[src/rtl/adder_err_accum.sv]
// adder_err_accum: exhaustive error-metric engine for a combinational
// approximate adder. Sweeps every {a,b} operand pair, compares the adder's
// result against the exact sum and accumulates count/sum/abs/square metrics.
//
// Ports:
//   clk            in   clock, rising edge
//   rst_n          in   asynchronous active-low reset
//   start          in   sweep request, honoured in IDLE or DONE only
//   a_out, b_out   out  operands driven to the adder under test (0 outside SWEEP)
//   approx_sum_in  in   adder result, combinational from a_out/b_out
//   busy           out  high while sweeping or draining
//   done           out  high in DONE, results valid and stable
//   total_cases    out  number of cases accumulated
//   error_count    out  cases with a nonzero error
//   error_sum      out  signed sum of (approx - exact)
//   abs_error_sum  out  sum of |approx - exact|
//   sq_error_sum   out  sum of (approx - exact)^2
module adder_err_accum #(
  parameter int unsigned WIDTH = 8
) (
  input  logic                      clk,
  input  logic                      rst_n,
  input  logic                      start,
  output logic [WIDTH-1:0]          a_out,
  output logic [WIDTH-1:0]          b_out,
  input  logic [WIDTH:0]            approx_sum_in,
  output logic                      busy,
  output logic                      done,
  output logic [2*WIDTH:0]          total_cases,
  output logic [2*WIDTH:0]          error_count,
  output logic signed [3*WIDTH+1:0] error_sum,
  output logic [3*WIDTH:0]          abs_error_sum,
  output logic [4*WIDTH+1:0]        sq_error_sum
);

  localparam int unsigned CW  = 2 * WIDTH;      // operand counter {a,b}
  localparam int unsigned SW  = WIDTH + 1;      // exact sum
  localparam int unsigned EW  = WIDTH + 2;      // signed error
  localparam int unsigned AW  = WIDTH + 1;      // |error|
  localparam int unsigned PW  = 2 * WIDTH + 2;  // |error|^2
  localparam int unsigned TW  = 2 * WIDTH + 1;  // case counters
  localparam int unsigned ESW = 3 * WIDTH + 2;  // signed error sum
  localparam int unsigned ASW = 3 * WIDTH + 1;  // absolute error sum
  localparam int unsigned QW  = 4 * WIDTH + 2;  // squared error sum

  typedef enum logic [1:0] {
    S_IDLE  = 2'd0,
    S_SWEEP = 2'd1,
    S_DRAIN = 2'd2,
    S_DONE  = 2'd3
  } state_e;

  // Control state
  state_e              state_q, state_d;
  logic [CW-1:0]       cnt_q, cnt_d;
  logic                drain_q, drain_d;
  logic                busy_q, busy_d;
  logic                done_q, done_d;
  logic                clear_c;

  // Pipeline stage 1
  logic                valid1_q, valid1_d;
  logic signed [EW-1:0] err_q, err_d;
  logic [SW-1:0]       exact_c;

  // Pipeline stage 2 (accumulators)
  logic [AW-1:0]       abs_c;
  logic [PW-1:0]       sq_c;
  logic [TW-1:0]       total_q, total_d;
  logic [TW-1:0]       errcnt_q, errcnt_d;
  logic signed [ESW-1:0] esum_q, esum_d;
  logic [ASW-1:0]      asum_q, asum_d;
  logic [QW-1:0]       qsum_q, qsum_d;

  // Next-state and sweep control
  always_comb begin
    state_d = state_q;
    cnt_d   = cnt_q;
    drain_d = drain_q;
    clear_c = 1'b0;
    case (state_q)
      S_IDLE, S_DONE: begin
        if (start) begin
          state_d = S_SWEEP;
          cnt_d   = '0;
          clear_c = 1'b1;
        end
      end
      S_SWEEP: begin
        // b is the low half, so it increments fastest and carries into a;
        // the all-ones pair wraps the counter back to zero.
        cnt_d   = cnt_q + CW'(1);
        drain_d = 1'b0;
        if (cnt_q == '1) begin
          state_d = S_DRAIN;
        end
      end
      S_DRAIN: begin
        drain_d = 1'b1;
        if (drain_q) begin
          state_d = S_DONE;
        end
      end
      default: begin
        state_d = S_IDLE;
        cnt_d   = '0;
      end
    endcase
    busy_d = (state_d == S_SWEEP) || (state_d == S_DRAIN);
    done_d = (state_d == S_DONE);
  end

  // Stage 1: exact sum and signed error of the pair on the bus this cycle
  always_comb begin
    exact_c  = SW'(a_out) + SW'(b_out);
    valid1_d = (state_q == S_SWEEP);
    err_d    = '0;
    if (valid1_d) begin
      err_d = $signed(EW'(approx_sum_in)) - $signed(EW'(exact_c));
    end
  end

  // Stage 2: metric updates; acceptance of a new sweep clears everything
  always_comb begin
    abs_c    = AW'(err_q[EW-1] ? -err_q : err_q);
    sq_c     = PW'(abs_c) * PW'(abs_c);
    total_d  = total_q;
    errcnt_d = errcnt_q;
    esum_d   = esum_q;
    asum_d   = asum_q;
    qsum_d   = qsum_q;
    if (clear_c) begin
      total_d  = '0;
      errcnt_d = '0;
      esum_d   = '0;
      asum_d   = '0;
      qsum_d   = '0;
    end else if (valid1_q) begin
      total_d  = total_q + TW'(1);
      errcnt_d = errcnt_q + TW'(err_q != '0);
      esum_d   = esum_q + ESW'(err_q);
      asum_d   = asum_q + ASW'(abs_c);
      qsum_d   = qsum_q + QW'(sq_c);
    end
  end

  // State and datapath registers
  always_ff @(posedge clk or negedge rst_n) begin
    if (!rst_n) begin
      state_q  <= S_IDLE;
      cnt_q    <= '0;
      drain_q  <= 1'b0;
      busy_q   <= 1'b0;
      done_q   <= 1'b0;
      valid1_q <= 1'b0;
      err_q    <= '0;
      total_q  <= '0;
      errcnt_q <= '0;
      esum_q   <= '0;
      asum_q   <= '0;
      qsum_q   <= '0;
    end else begin
      state_q  <= state_d;
      cnt_q    <= cnt_d;
      drain_q  <= drain_d;
      busy_q   <= busy_d;
      done_q   <= done_d;
      valid1_q <= valid1_d;
      err_q    <= err_d;
      total_q  <= total_d;
      errcnt_q <= errcnt_d;
      esum_q   <= esum_d;
      asum_q   <= asum_d;
      qsum_q   <= qsum_d;
    end
  end

  assign a_out         = cnt_q[CW-1:WIDTH];
  assign b_out         = cnt_q[WIDTH-1:0];
  assign busy          = busy_q;
  assign done          = done_q;
  assign total_cases   = total_q;
  assign error_count   = errcnt_q;
  assign error_sum     = esum_q;
  assign abs_error_sum = asum_q;
  assign sq_error_sum  = qsum_q;

endmodule

[config.mk]
export PLATFORM = sky130hd
export DESIGN_NAME = adder_err_accum
export DESIGN_NICKNAME = d
export VERILOG_FILES = /design/src/rtl/adder_err_accum.sv
export SDC_FILE = /design/constraint.sdc
export NUM_CORES = 1
export LEC_CHECK = 0
export BUFFER_PORTS_ARGS = -buffer_cell sky130_fd_sc_hd__buf_2
export CAP_MARGIN = 20
export CORE_UTILIZATION = 64
export CTS_CLUSTER_DIAMETER = 100
export DETAILED_ROUTE_END_ITERATION = 8
export GPL_TIMING_DRIVEN = 0
export HOLD_SLACK_MARGIN = 0.02
export PLACE_DENSITY = 0.86
export SLEW_MARGIN = 20
export SYNTH_ARGS = -nofsm -noshare
export SYNTH_HDL_FRONTEND = slang
export SYNTH_SLANG_ARGS = --single-unit
export TNS_END_PERCENT = 5
[constraint.sdc]
create_clock -name clk -period 11.6 [get_ports clk]
set_input_delay 0.58 -clock clk [delete_from_list [all_inputs] [get_ports clk]]
set_output_delay 0.58 -clock clk [all_outputs]
set_load 0.01 [all_outputs]
==> metrics, run 1 <==
fillers=approximately 1300; fin crit period=7407 ps; part of the cycle the worst path needs=between 60 and 70%; nature of the critical path startpoint=flop; area of the die=~19000 µm²; register area share after synthesis=32.32%; final worst slack=approximately 4200 ps; GRT Total Usage=around a third; number of post-CTS setup repair buffers=0; cell area after layout=between 10000 and 15000 µm²; Fmax achieved=about 0.14 GHz; vias post-DR=between 10000 and 15000; Primary FF master, synth=dfrtp_1; yosys warns=0; worst-path fanout max=21; CTS Sinks=~150; Hold Path Class=in2async; I/O pin total=around 150; global-route wire length before repair=49090 µm; hpwl dp=roughly 22000 µm; pin count of the biggest net entering global routing=just over 80; dpl cell area=about 13000 µm²; Arr. time, crit path=just under 8000 ps; CTS tree=done; Syn Std Cell Area=between 10000 and 15000 µm²; Pins Over Slew Limit=0; DR vias/cell=~6; n_diodes=0; core box area=17900 µm²; post-route setup TNS=0 ps; drt first pass iters=5; commonest non-fill, non-tap cell in the layout=nor2_1; hold_buf cts=0; CTS resizes=0; DRC violations left=0; Worst Tran Pin Value=between 1000 and 1500 ps; nets=~1600; dpl ws=around 4400 ps; port bufs=148; Wirelength per Cell=about 18 µm; violation count after the first detailed-routing iteration=801; WP data required=~12000 ps; Crit. End Element=flop; Avg Synthesized Cell Area=8.951 µm²; post-synthesis cell type count=between 70 and 80; Yosys top cell by area=dfrtp_1; MaxCap Viol Count=0; routability congestion estimate from global placement=~0.91; Syn Nets=approximately 1500; Cells after Synth=roughly 1300; FF/Latch Area=between 3000 and 4000 µm²; ranking of synthesized cells by area=dfrtp_1 (32%), ha_1 (10%), fa_1 (9.4%), nor2_1 (5.7%), inv_1 (4.9%); status=finished, final reports clean; Chip Width=~140 µm; Clk Latency, worst-skew pair=450 ps; Clock H-tree levels=4; CTS buffer count=17; top-area cell type share of the netlist area=between 30% and 40%; RSZ-0062 raised after global routing=no; clock transition at the registers of the reported paths=approximately 70 ps; most frequent cells in the layout=nor2_1 (176), inv_1 (153), dfrtp_1 (151); Routed WL=30650 µm; Final Setup Violations=0; ANT nets after route=0; worst clock skew=around 11 ps; #FFs+latches synth=between 150 and 200; Initial Util=between 60% and 70%; global route overflow=0; Worst Setup Path Type=reg2reg; FP Rows=49; Max Root-Sink Buffers=2; Slew HR=32.74%; worst hold slack=about 120 ps; Multi-input gate area=around 7000 µm²; layout cell share with drive strength beyond 1=14.12%; clk root buf=clkbuf_16; Layout area overhead=14.11%; initial antenna violation count=0; vias in the first global route=~10000; number of synthesized flops with an enable pin=0; ys async rst share=between 90% and 100%; die height=137.2 µm; final-report hold violation count=0
-- final cells by class --
type | count | share of cell area [%]
Buffer | 35 | 1.060
Clock buffer | 17 | 3.189
Clock inverter | 15 | 1.191
Inverter | 157 | 4.418
Multi-Input combinational cell | 963 | 53.83
Sequential cell | 151 | 28.33
Tap cell | 229 | 2.148
Timing Repair Buffer | 149 | 5.834
-- cell families after synthesis --
| family | after synthesis | synth area share [%] |
|---|---|---|
| fa+ha+maj | 153 | 19.91 |
| compound gates | 221 | 12.01 |
| xor+xnor | 108 | 8.316 |
| buf+inv | 192 | 6.251 |
| simple gates | 448 | 18.35 |
| mux | 33 | 2.847 |
| flops | 151 | 32.32 |
-- worst max-delay path, stage by stage, from the launching register on --
cell	delay, ps
dfrtp_1	720
clkbuf_1	360
o21ai_0	620
inv_2	260
nor2_1	230
inv_1	90
fa_1	600
inv_1	70
fa_1	500
inv_1	50
fa_1	480
inv_1	60
fa_1	550
inv_1	60
fa_1	500
inv_1	40
ha_1	380
a21oi_2	240
nand2_1	70
a31oi_1	230
o21ai_0	250
a311oi_1	510
xnor2_1	190
nand3_1	100
o31ai_1	110
-- per-stage QoR --
stage | std cells | utilization, %
3_5_place_dp | 1684 | 71.25
4_1_cts | 1716 | 74.51
6_report | 1716 | 74.51
3_3_place_gp | 1683 | 71.04
5_1_grt | 1716 | 74.51
2_1_floorplan | 1306 | -
-- cell usage after synthesis (31+ instances only) --
master and number:
xor2_1 50, nand3_1 34, a21oi_1 72, nor2_1 176, nand2_1 96, xnor2_1 56
fa_1 55, o21ai_0 48, dfrtp_1 151, mux2i_1 31, inv_1 153, ha_1 98
-- flip-flops by register name (all words and copies together) (netlist names) --
name	count
error_count	17
drain_q	1
sq_error_sum	34
cnt_q	16
state_q	2
err_q	10
abs_error_sum	25
error_sum	26
busy	1
done	1
total_cases	17
valid1_q	1
-- per-layer routing --
metal	wire length (µm)	GRT usage [%]	vias up	share of wire [%]
li1	-	-	4732	-
met1	12490	42.53	4988	41
met2	14940	56.43	468	49
met3	2038	5.889	98	6.6
met4	1183	16.36	0	3.9
met5	0	0	-	0
-- final timing paths --
kind,start,to,slack (ps),depth (start not counted)
max,err_q[9]$_DFF_PN0_,sq_error_sum[15]$_DFFE_PN0P_,4190,24
max in group asynchronous,rst_n,error_sum[5]$_DFFE_PN0P_,10640,2
min in group clk,drain_q$_DFFE_PN0N_,drain_q$_DFFE_PN0N_,510,1
max reg2reg,err_q[9]$_DFF_PN0_,sq_error_sum[15]$_DFFE_PN0P_,4190,24
min reg2reg,drain_q$_DFFE_PN0N_,drain_q$_DFFE_PN0N_,510,1
min,rst_n,total_cases[12]$_DFFE_PN0P_,120,1
Power of run 1 is not shown: default switching activity piles up to over one toggle a cycle in this logic, so the estimate is an artifact.
==> inputs of run 2 (changes only) <==
- CORE_UTILIZATION: 64 -> 54
- PLACE_DENSITY: 0.86 -> 0.77
- clock period: 11.6 -> 6.3 ns (I/O delays scaled with it)
==> metrics, run 2 (same netlist as run 1, synthesis figures left out) <==
status=finished, final reports clean (unchanged); port bufs=148 (unchanged); Fmax achieved=0.1599 GHz (was 0.1350 GHz); Wirelength per Cell=17.79 µm (was 17.86 µm); Arr. time, crit path=6540 ps (was 7740 ps); Worst Tran Pin Value=1047 ps (was 1009 ps); violation count after the first detailed-routing iteration=734 (was 801); FP Rows=53 (was 49); clock transition at the registers of the reported paths=70 ps (about the same); fin crit period=6255 ps (was 7407 ps); hpwl dp=21950 µm (was 22330 µm); part of the cycle the worst path needs=99.29% (was 63.85%); CTS Sinks=151 (unchanged); layout cell share with drive strength beyond 1=20.57% (was 14.12%); core box area=21150 µm² (was 17900 µm²); placed cell count=1730 (was 1684); die height=149.1 µm (was 137.2 µm); ANT nets after route=0 (unchanged); vias in the first global route=9818 (was 10130); final-report hold violation count=0 (unchanged); Worst Setup Path Type=reg2reg (unchanged); Slew HR=30.18% (was 32.74%); Multi-input gate area=7632 µm² (was 7181 µm²); Final Setup Violations=0 (unchanged); RSZ-0062 raised after global routing=yes (was no); commonest non-fill, non-tap cell in the layout=nor2_1 (unchanged); CTS tree=done (unchanged); Layout area overhead=20.91% (was 14.11%); DRC violations left=0 (unchanged); drt first pass iters=5 (unchanged); Routed WL=31970 µm (was 30650 µm); n_diodes=0 (unchanged); Crit. End Element=flop (unchanged); pin count of the biggest net entering global routing=94 (was 83); Clock H-tree levels=4 (unchanged); nature of the critical path startpoint=flop (unchanged); GRT Total Usage=28.18% (was 33.83%); Pins Over Slew Limit=0 (unchanged); FF/Latch Area=3789 µm² (was 3779 µm²); initial antenna violation count=0 (unchanged); fillers=1626 (was 1312); worst-path fanout max=6 (was 21); worst clock skew=8.832 ps (was 11.21 ps); most frequent cells in the layout=nor2_1 (167), buf_2 (149), dfrtp_1 (145) (was nor2_1 (176), inv_1 (153), dfrtp_1 (151)); area of the die=22240 µm² (was 18810 µm²); Hold Path Class=in2reg (was in2async); global-route wire length before repair=48810 µm (was 49090 µm); Max Root-Sink Buffers=2 (unchanged); Initial Util=55.26% (was 65.30%); max reg flops=34 (unchanged); fin cells=1797 (was 1716); DR vias/cell=5.755 (was 5.994); nets=1674 (was 1639); clk root buf=clkbuf_16 (unchanged); Clk Latency, worst-skew pair=440 ps (was 450 ps); I/O pin total=149 (unchanged); global route overflow=0 (unchanged); CTS buffer count=17 (unchanged); Util after Layout=66.82% (was 74.51%); vias post-DR=10340 (was 10290); Chip Width=149.1 µm (was 137.2 µm); routability congestion estimate from global placement=0.9184 (was 0.9106); MaxCap Viol Count=0 (unchanged); WP data required=6580 ps (was 11930 ps)
## run 2: timing repair
action | CTS | global route
endpoints found under the hold margin | 58 | 0
buffers inserted | 18 | 15
resized for setup | 47 | 57
pin swaps | 14 | 58
hold buffers | 1 | 0
cloned | 2 | 0
setup endpoints to repair | 26 | 24
## run 2: routing by layer
layer,track usage (%),vias up,share of wire [%]
met3,5.382,86,5.6
met1,35.56,5054,41
met2,48.33,386,50
met4,9.541,0,3.5
li1,-,4816,-
met5,0,-,0
## run 2: final timing paths
kind,from,to,cells after the start,slack (ps)
min reg2reg,drain_q$_DFFE_PN0N_,drain_q$_DFFE_PN0N_,1,530
max in group asynchronous,rst_n,err_q[0]$_DFF_PN0_,3,5020
max,err_q[5]$_DFF_PN0_,sq_error_sum[29]$_DFFE_PN0P_,25,40
min,approx_sum_in[1],err_q[0]$_DFF_PN0_,3,270
max reg2reg,err_q[5]$_DFF_PN0_,sq_error_sum[29]$_DFFE_PN0P_,25,40
min in group asynchronous,rst_n,total_cases[9]$_DFFE_PN0P_,2,390
## run 2: area by class of cell
| cell class | count | area share [%] |
|---|---|---|
| flip-flops and latches | 151 | 26.80 |
| inverters | 157 | 4.187 |
| well taps | 275 | 2.434 |
| clock inverters | 15 | 1.080 |
| repair buffers | 184 | 7.489 |
| clock buffers | 17 | 3.010 |
| multi-input cells | 964 | 54.00 |
| plain buffers | 34 | 1.000 |
## run 2: per-stage QoR
| step | area, µm² | worst slack (ps) | hold WS [ps] | TNS [ps] |
|---|---|---|---|---|
| CTS | 13760 | -25.92 | 254.7 | -117.4 |
| floorplan | 11690 | 80.87 | 19.41 | 0 |
| global route | 14130 | -173.0 | 281.6 | -2360 |
| finish | 14130 | 44.71 | 265.7 | 0 |
| detailed placement | 12810 | -1051 | 269.0 | -22080 |
| global placement | 12770 | -907.2 | 491.4 | -18060 |
## run 2: worst max-delay path, cell delays in order (launching register included)
cell and delay [ps]:
dfrtp_2 420, or4_4 560, o21ai_4 220, xor2_4 110
inv_2 100, nand2_1 120, fa_1 600, inv_2 50
fa_1 490, inv_2 40, fa_1 530, inv_1 50
fa_1 510, inv_1 60, fa_1 490, inv_2 50
ha_4 250, a21oi_4 190, nand2_2 100, a31oi_4 190
nor3_2 70, or4_4 470, nand4_4 130, buf_6 130
or3_1 100, a21oi_1 60
Power of run 2 is left out for the same reason.
